`config.mk`:
```
export PLATFORM = sky130hd
export DESIGN_NAME = id_hazard_ctrl
export DESIGN_NICKNAME = d
export VERILOG_FILES = /design/src/rtl/id_hazard_ctrl.sv
export SDC_FILE = /design/constraint.sdc
export NUM_CORES = 1
export LEC_CHECK = 0
export CORE_ASPECT_RATIO = 1.25
export CORE_MARGIN = 1
export CORE_UTILIZATION = 54
export DETAILED_ROUTE_END_ITERATION = 7
export PLACE_DENSITY = 0.86
export SLEW_MARGIN = 30
export SYNTH_ARGS = -nofsm -noshare
export SYNTH_HDL_FRONTEND = slang
export SYNTH_SLANG_ARGS = --single-unit
```
`constraint.sdc`:
```
create_clock -name clk -period 3.7 [get_ports clk]
set_input_delay 0.74 -clock clk [delete_from_list [all_inputs] [get_ports clk]]
set_output_delay 0.74 -clock clk [all_outputs]
set_load 0.01 [all_outputs]
```
`src/rtl/id_hazard_ctrl.sv`:
```
// id_hazard_ctrl: decode-stage pipeline controller for a 5-stage core.
//
// The block keeps a shadow copy of the EX/MEM/WB destinations. From it, it
// decides each cycle whether the instruction in ID issues, stalls or is
// flushed. It also sequences the illegal-instruction trap through four
// states: RUN -> DRAIN -> TRAP -> HALT.
//
// Build option ID_FORWARD_EN:
//   defined   : only load-use stalls are taken; fwd_rs1/fwd_rs2 select the
//               MEM (01) or WB (10) bypass for the instruction in EX.
//   undefined : full RAW interlock against EX, MEM and WB; fwd_* tied to 00.
//
// Handshake: there is no valid/ready pair. if_valid qualifies the ID fields
// for the current cycle. An instruction leaves ID only in a cycle where
// issue=1. While stall_id=1 the fetch side must hold the IF/ID contents.
// While flush=1 the IF/ID contents are discarded.
//
// dbg_o = {state[1:0], ex_v, mem_v, wb_v, ex_is_load}, for observation only.

`timescale 1ns/1ps

module id_hazard_ctrl #(
   parameter int CNT_W   = 32,
   parameter int CNT_SAT = 1
) (
   input  logic             clk,
   input  logic             reset_n,
   input  logic             if_valid,
   input  logic [6:0]       id_opcode,
   input  logic [4:0]       id_rs1,
   input  logic [4:0]       id_rs2,
   input  logic [4:0]       id_rd,
   input  logic             id_ill,
   input  logic             ex_redirect,
   input  logic             mem_stall,
   input  logic             restart,
   output logic             stall_if,
   output logic             stall_id,
   output logic             flush,
   output logic             issue,
   output logic [1:0]       fwd_rs1,
   output logic [1:0]       fwd_rs2,
   output logic             trap,
   output logic             halted,
   output logic [CNT_W-1:0] stall_cnt,
   output logic [5:0]       dbg_o
);

   localparam logic [6:0]       OP_LOAD = 7'b0000011;
   localparam logic [CNT_W-1:0] CNT_ONE = {{(CNT_W-1){1'b0}}, 1'b1};
   localparam logic [CNT_W-1:0] CNT_MAX = {CNT_W{1'b1}};

   typedef enum logic [1:0] {
      S_RUN   = 2'd0,
      S_DRAIN = 2'd1,
      S_TRAP  = 2'd2,
      S_HALT  = 2'd3
   } state_t;

   state_t           state_q, state_d;
   logic             ex_v_q, mem_v_q, wb_v_q;
   logic [4:0]       ex_rd_q, mem_rd_q, wb_rd_q;
   // Only the EX copy of is_load is needed: load-use is detected against EX alone.
   logic             ex_ld_q;
   logic [CNT_W-1:0] stall_cnt_q;
   logic             hazard;
   logic             cnt_inc;

   // Register x0 is never a producer, so rd==0 never matches a source.
   function automatic logic src_hit(input logic v, input logic [4:0] rd,
                                    input logic [4:0] rs);
      return v && (rd != 5'd0) && (rd == rs);
   endfunction

   function automatic logic rd_hit(input logic v, input logic [4:0] rd,
                                   input logic [4:0] rs1, input logic [4:0] rs2);
      return src_hit(v, rd, rs1) || src_hit(v, rd, rs2);
   endfunction

   // Hazard detection against the shadow stages.
`ifdef ID_FORWARD_EN
   always_comb begin
      hazard = ex_v_q && ex_ld_q && rd_hit(1'b1, ex_rd_q, id_rs1, id_rs2);
   end
`else
   always_comb begin
      hazard = rd_hit(ex_v_q,  ex_rd_q,  id_rs1, id_rs2) ||
               rd_hit(mem_v_q, mem_rd_q, id_rs1, id_rs2) ||
               rd_hit(wb_v_q,  wb_rd_q,  id_rs1, id_rs2);
   end
`endif

   // Control decision and FSM next state. Priority: freeze > redirect > illegal > hazard > issue.
   always_comb begin
      state_d  = state_q;
      stall_if = 1'b0;
      stall_id = 1'b0;
      flush    = 1'b0;
      issue    = 1'b0;
      trap     = 1'b0;
      cnt_inc  = 1'b0;
      if (!reset_n) begin
         state_d = S_RUN;
      end else if (mem_stall) begin
         stall_if = 1'b1;
         stall_id = 1'b1;
      end else begin
         case (state_q)
            S_RUN: begin
               if (ex_redirect) begin
                  flush = 1'b1;
               end else if (if_valid && id_ill) begin
                  stall_if = 1'b1;
                  stall_id = 1'b1;
                  state_d  = S_DRAIN;
               end else if (if_valid && hazard) begin
                  stall_if = 1'b1;
                  stall_id = 1'b1;
                  cnt_inc  = 1'b1;
               end else if (if_valid) begin
                  issue = 1'b1;
               end
            end
            S_DRAIN: begin
               if (ex_redirect) begin
                  flush   = 1'b1;
                  state_d = S_RUN;
               end else begin
                  stall_if = 1'b1;
                  stall_id = 1'b1;
                  // Registered valids already reflect the previous shift.
                  if (!ex_v_q && !mem_v_q && !wb_v_q) state_d = S_TRAP;
               end
            end
            S_TRAP: begin
               stall_if = 1'b1;
               stall_id = 1'b1;
               trap     = 1'b1;
               state_d  = S_HALT;
            end
            S_HALT: begin
               if (restart) begin
                  flush   = 1'b1;
                  state_d = S_RUN;
               end else begin
                  stall_if = 1'b1;
                  stall_id = 1'b1;
               end
            end
            default: state_d = S_RUN;
         endcase
      end
   end

   // Shadow pipeline, FSM state and stall counter; everything holds during a freeze.
   always_ff @(posedge clk) begin
      if (!reset_n) begin
         state_q     <= S_RUN;
         ex_v_q      <= 1'b0;
         mem_v_q     <= 1'b0;
         wb_v_q      <= 1'b0;
         ex_rd_q     <= 5'd0;
         mem_rd_q    <= 5'd0;
         wb_rd_q     <= 5'd0;
         ex_ld_q     <= 1'b0;
         stall_cnt_q <= '0;
      end else if (!mem_stall) begin
         state_q  <= state_d;
         ex_v_q   <= issue;
         ex_rd_q  <= issue ? id_rd : 5'd0;
         ex_ld_q  <= issue && (id_opcode == OP_LOAD);
         mem_v_q  <= ex_v_q;
         mem_rd_q <= ex_rd_q;
         wb_v_q   <= mem_v_q;
         wb_rd_q  <= mem_rd_q;
         if (cnt_inc) begin
            if (stall_cnt_q == CNT_MAX)
               stall_cnt_q <= (CNT_SAT != 0) ? CNT_MAX : '0;
            else
               stall_cnt_q <= stall_cnt_q + CNT_ONE;
         end
      end
   end

`ifdef ID_FORWARD_EN
   logic [1:0] fwd_rs1_q, fwd_rs1_d;
   logic [1:0] fwd_rs2_q, fwd_rs2_d;

   // The current EX enters MEM and the current MEM enters WB at the issue edge; MEM wins.
   function automatic logic [1:0] fwd_sel(input logic ev, input logic [4:0] erd,
                                          input logic mv, input logic [4:0] mrd,
                                          input logic [4:0] rs);
      if (src_hit(ev, erd, rs))      return 2'b01;
      else if (src_hit(mv, mrd, rs)) return 2'b10;
      else                           return 2'b00;
   endfunction

   // Forward selects for the instruction entering EX; a bubble gets 00.
   always_comb begin
      fwd_rs1_d = 2'b00;
      fwd_rs2_d = 2'b00;
      if (issue) begin
         fwd_rs1_d = fwd_sel(ex_v_q, ex_rd_q, mem_v_q, mem_rd_q, id_rs1);
         fwd_rs2_d = fwd_sel(ex_v_q, ex_rd_q, mem_v_q, mem_rd_q, id_rs2);
      end
   end

   // Forward select registers travel with the instruction into EX.
   always_ff @(posedge clk) begin
      if (!reset_n) begin
         fwd_rs1_q <= 2'b00;
         fwd_rs2_q <= 2'b00;
      end else if (!mem_stall) begin
         fwd_rs1_q <= fwd_rs1_d;
         fwd_rs2_q <= fwd_rs2_d;
      end
   end

   assign fwd_rs1 = fwd_rs1_q;
   assign fwd_rs2 = fwd_rs2_q;
`else
   assign fwd_rs1 = 2'b00;
   assign fwd_rs2 = 2'b00;
`endif

   assign halted    = reset_n && (state_q == S_HALT);
   assign stall_cnt = stall_cnt_q;
   assign dbg_o     = {state_q, ex_v_q, mem_v_q, wb_v_q, ex_ld_q};

endmodule

```
# After elaboration in Yosys (flattened, before gate mapping)
# Index checks and enable logic that the tools add are counted.
[totals] in_bits=29 output_inout_bits=48 n_memories=0 ramBits=0 latch_bits=0 word_cells=92 register_bits=53 mem_bits_ro=0
[op_classes] shifts=0 mul=0 n_lt_le_gt_ge=0 n_addsub=1 n_reduce_logical=30 bitwise=1 n_mux=36 eq_ne=15 div=0
[ops] operator="$add A32 B1 Y32 const B" n=1
[ops] operator="$eq A32 B32 Y1 const B" n=1
[ops] operator="$mux W32" n=1
[ops] operator="$eq A5 B5 Y1" n=6
[ops] operator="$mux W1" n=26
[ops] operator="$logic_and A1 B1 Y1" n=15
[ops] operator="$reduce_bool A5 Y1" n=3
[ops] operator="$mux W2" n=5
[ops] operator="$pmux W2 S4" n=1
[ops] operator="$eq A7 B2 Y1 const B" n=1
[ops] operator="$ne A2 B2 Y1 const B" n=3
[ops] operator="$logic_or A1 B1 Y1" n=5
[ops] operator="$mux W5" n=1
[ops] operator="$reduce_and A5 Y1" n=1
[ops] operator="$eq A2 B2 Y1 const B" n=2
[ops] operator="$pmux W1 S4" n=1
[ops] operator="$logic_not A1 Y1" n=3
[ops] operator="$ne A3 B3 Y1 const B" n=1
[ops] operator="$eq A2 B1 Y1 const B" n=1
[ops] operator="$logic_not A2 Y1" n=1
[ops] operator="$pmux W1 S2" n=1
[ops] operator="$reduce_and A2 Y1" n=1
[ops] operator="$reduce_or A2 Y1" n=1
[ops] operator="$not A1 Y1" n=1

# Depth between registers and ports, before layout
[depth] word_depth=14 depth_mapped=9 mapped_depth_nobuf=8

# Worst setup path before layout
# OpenSTA, ideal clock, no wires.
[synth_timing] path_kind="input -> output" from="input id_rs2[3]" to="output stall_if" path_buffers=2 t_required_ps=2960 t_arrival_ps=2293 path_stages=9 setup_slack_ps=667 cell_sequence="xor2_1 nor3_1 a22oi_1 o22ai_1 or2_1 buf_2 a2111oi_0 nor3_1 buf_4"
[synth_between] elab_chain_cells=12 elab_cells_between_ends=18 cone_classes="eq/ne: 3; mux: 6; reduce/logical: 9"
[synth_lines] element="from (decl)" line_no="31" rtl="input logic [4:0] id_rs2,"
[synth_lines] element="$eq A5 B5 Y1" line_no="72" rtl="return v && (rd != 5'd0) && (rd == rs);"
[synth_lines] element="$logic_and A1 B1 Y1" line_no="72"
[synth_lines] element="$logic_or A1 B1 Y1" line_no="77" rtl="return src_hit(v, rd, rs1) || src_hit(v, rd, rs2);"
[synth_lines] element="$logic_or A1 B1 Y1" line_no="87" rtl="hazard = rd_hit(ex_v_q, ex_rd_q, id_rs1, id_rs2) ||"
[synth_lines] element="$logic_or A1 B1 Y1 (*)" line_no="88" rtl="rd_hit(mem_v_q, mem_rd_q, id_rs1, id_rs2) ||"
[synth_lines] element="$logic_and A1 B1 Y1 (*)" line_no="116" rtl="end else if (if_valid && hazard) begin"
[synth_lines] element="$mux W1 (*) (3 in series)"
[synth_lines] element="$pmux W1 S4 (*)"
[synth_lines] element="$mux W1 (*) (2 in series)"
[synth_lines] element="to (decl)" line_no="37" rtl="output logic stall_if,"
# Every way passes the cells marked *; elsewhere a longest branch is shown, timed or not.

# Worst setup path after layout
[layout_timing] from="input id_rs1[0]" to="output stall_if"
[layout_between] elab_chain_cells=12 elab_cells_between_ends=18 cone_classes="eq/ne: 3; mux: 6; reduce/logical: 9"
[layout_lines] element="from (decl)" line_no="30" rtl="input logic [4:0] id_rs1,"
[layout_lines] element="$eq A5 B5 Y1" line_no="72"
[layout_lines] element="$logic_and A1 B1 Y1" line_no="72"
[layout_lines] element="$logic_or A1 B1 Y1" line_no="77"
[layout_lines] element="$logic_or A1 B1 Y1" line_no="87"
[layout_lines] element="$logic_or A1 B1 Y1 (*)" line_no="88"
[layout_lines] element="$logic_and A1 B1 Y1 (*)" line_no="116"
[layout_lines] element="$mux W1 (*)" line_no="116"
[layout_lines] element="$mux W1 (*)" line_no="112" rtl="end else if (if_valid && id_ill) begin"
[layout_lines] element="$mux W1 (*)" line_no="110" rtl="if (ex_redirect) begin"
[layout_lines] element="$pmux W1 S4 (*)" line_no="108" rtl="case (state_q)"
[layout_lines] element="$mux W1 (*)" line_no="104" rtl="end else if (mem_stall) begin"
[layout_lines] element="$mux W1 (*)" line_no="102" rtl="if (!reset_n) begin"
# Marks and branches as above.

==> run metrics <==
placed instance count=500; fin crit share=94.8%; DRC=0; Leak=1.56 nW; pin count of the biggest net entering global routing=39; core area=5520 sq um; Placer Congestion=0.879; CTS tree=yes; fin cells=508; synthesized area per cell=8.42 sq um; crit path kind=primary input to output pin; Slew HR=60.4%; global-route wire length before repair=14600 um; Setup crit start=id_rs1[0]; final instance area=4070 sq um; initial antenna violation count=0; RSZ-0062 raised after global routing=false; adder-cell share of the synthesized area=0.398%; crit path launch type=primary input; crit-path max FO=3; HP Class=register to register; die height=87.3 um; num ports=77; simple logic cell fraction of the synthesized area=25.5%; Critical Path Sink Type=output pin; ANT nets after route=0; reg2reg start=stall_cnt[1]; top cell type's share of synthesized area=33.8%; site row count=30; clk_lat worst skew=0.31 ns; R2R cell count=8; via count=3272; H-tree depth=2; chip width=70.2 um; layout cells sized above 1=10.8%; post-synthesis xor/xnor area fraction=8.37%; wirelength, routed=9010 um; postcts setup bufs=0; ys flop type=dfxtp_1; share of flip-flops with an asynchronous set or reset=0%; top-count cell post-synth=dfxtp_1; status=complete, no violations; worst-case hold path end point=ex_ld_q; Initial Utilization=56.9%; first-pass detailed-route iteration total=5; Worst Hold Depth=2; Area Overhead vs Synth=29.6%; slew of the pin with the lowest slew margin=0.589 ns; gr usage total=29.7%; dominant cell type by area after synthesis=dfxtp_1; # setup viols final=0; Synth area leaders=dfxtp_1, xor2_1, mux2i_1; hold buffer count at cts=0; crit path time final=3.51 ns; Placed Area=3930 sq um; Arr. time, crit path=2.77 ns; Die ar.=6130 sq um; Multi-input gate area=1890 sq um; final count of hold timing violations=0; CTS Root Cell=clkbuf_8; count of cell types in the netlist=57; vias in the first global route=3027; total congestion overflow=0; Clock Sinks=53; final net count=473; ant diodes=0; dominant combinational cell family by area after synthesis=simple AND/OR/NAND/NOR gates; Max Clock Skew=0.00624 ns; # fillers=438; routed len/inst=17.7 um; Cells after Synth=373; top cell types by occurrence after synthesis=dfxtp_1, nor2_1, xor2_1; Reg-to-Reg End=stall_cnt[13]; multiplexer area fraction after synthesis=4.14%; FF/Latch Area=1060 sq um; Max Clk Rate=0.285 GHz; CTS clk-pin slew, worst paths=0.09 ns; Power Dens Cells=281 nW/um^2; Req. time, crit path=2.96 ns; Seq/Total Area, Yosys=33.8%; Synth Area in Compound Gates=20.8%; maxcap violations=0; CTS Buf Count=5; iteration-0 DRC count of the detailed router=252; Resize count post-CTS=8; number of synthesized flops with an enable pin=0; Avg Vias per Cell=6.44; flops & latches, synth=53; clk buf depth=2; setup_tns=0 ns; Hold Crit Start=ex_ld_q; hpwl dp=6230 um; Post-Syn Area=3140 sq um; final core utilization=73.7%; worst vdd ir=0.273 mV; Slew Viols, Final=0; Port Buffer Count=72; yosys warns=0; R2R Setup Slk=1.10 ns
## flip-flops by register name, summed over array words and instances, names as in the netlist, named ones only
register,cells
stall_cnt,32
ex_rd_q,5
mem_rd_q,5
wb_rd_q,5
ex_ld_q,1
ex_v_q,1
mem_v_q,1
state_q,1
wb_v_q,1
## area by class of cell
| cell class | count | area share (%) |
|---|---|---|
| inverter | 13 | 1.20 |
| clock inverter | 3 | 1.60 |
| multi-input combinational | 279 | 46.4 |
| clock buffer | 5 | 1.69 |
| sequential | 53 | 26.1 |
| timing repair buffer | 91 | 21.1 |
| tap | 64 | 1.97 |
## worst max path at each step
stage	end	slack [ns]	depth (start not counted)
final	stall_if	0.19	9
after global routing	stall_id	0.06	9
after global placement	stall_if	-0.14	9
after CTS	stall_if	0.19	9
after detailed placement	stall_if	-0.13	9
after floorplan	stall_if	0.67	9
## placed cells by master, fill, tap and decap left out, types with 3 or more instances in the layout
cell and count:
a211oi_1 5, a21oi_1 17, a311oi_1 6, a31oi_1 13, a32o_1 5, a41oi_1 3
and3_1 10, buf_4 19, clkbuf_8 5, clkdlybuf4s50_1 67, conb_1 4, dfxtp_1 53
dlygate4sd2_1 5, inv_1 13, mux2i_1 13, nand2_1 15, nand3_1 19, nand4_1 7
nor2_1 34, nor3_1 23, nor4_1 6, o21ai_0 14, o221a_2 4, o311a_1 3
o31ai_1 3, or4_1 4, xnor2_1 4, xor2_1 25
## layer usage
layer  vias up  wire [um]  track usage, %
met2       199       4580            53.0
met3        24        663            4.51
li1       1521          -               -
met4         0        201            10.9
met5         -          0               0
met1      1528       3560            36.0
## worst max-delay path, cell delays in order
cell and delay [ns]:
clkdlybuf4s50_1 0.55, xor2_1 0.17, nor2_1 0.07, a22oi_1 0.19, o22ai_1 0.13, or2_1 0.26, a2111oi_2 0.23, nor3_1 0.10
dlygate4sd2_1 0.31
## kinds of logic after synthesis
kind of cell / count (synthesis)
AND/OR/NAND/NOR: 140
multiplexers: 13
AO/OA/AOI/OAI: 91
other: 1
flip-flops: 53
XOR/XNOR: 30
adder cells (fa/ha/maj): 1
buffers and inverters: 44
## per-stage QoR
step	power, W	hold slack (ns)	setup slack [ns]
after floorplan	0.000641	0.463	0.667
after global placement	0.000694	0.476	-0.138
after detailed placement	0.000695	0.491	-0.133
after CTS	0.00115	0.510	0.185
after global routing	0.00118	0.544	0.0563
final	0.00114	0.509	0.191
## power by group
part	total, W	switching (W)	internal [W]	leakage (nW)
Combinational	0.000106	0.0000511	0.0000552	1.07
Sequential	0.000576	0.00000393	0.000572	0.427
Clock	0.000462	0.000193	0.000269	0.0681
No activity file was read; power rests on OpenSTA's default activity.
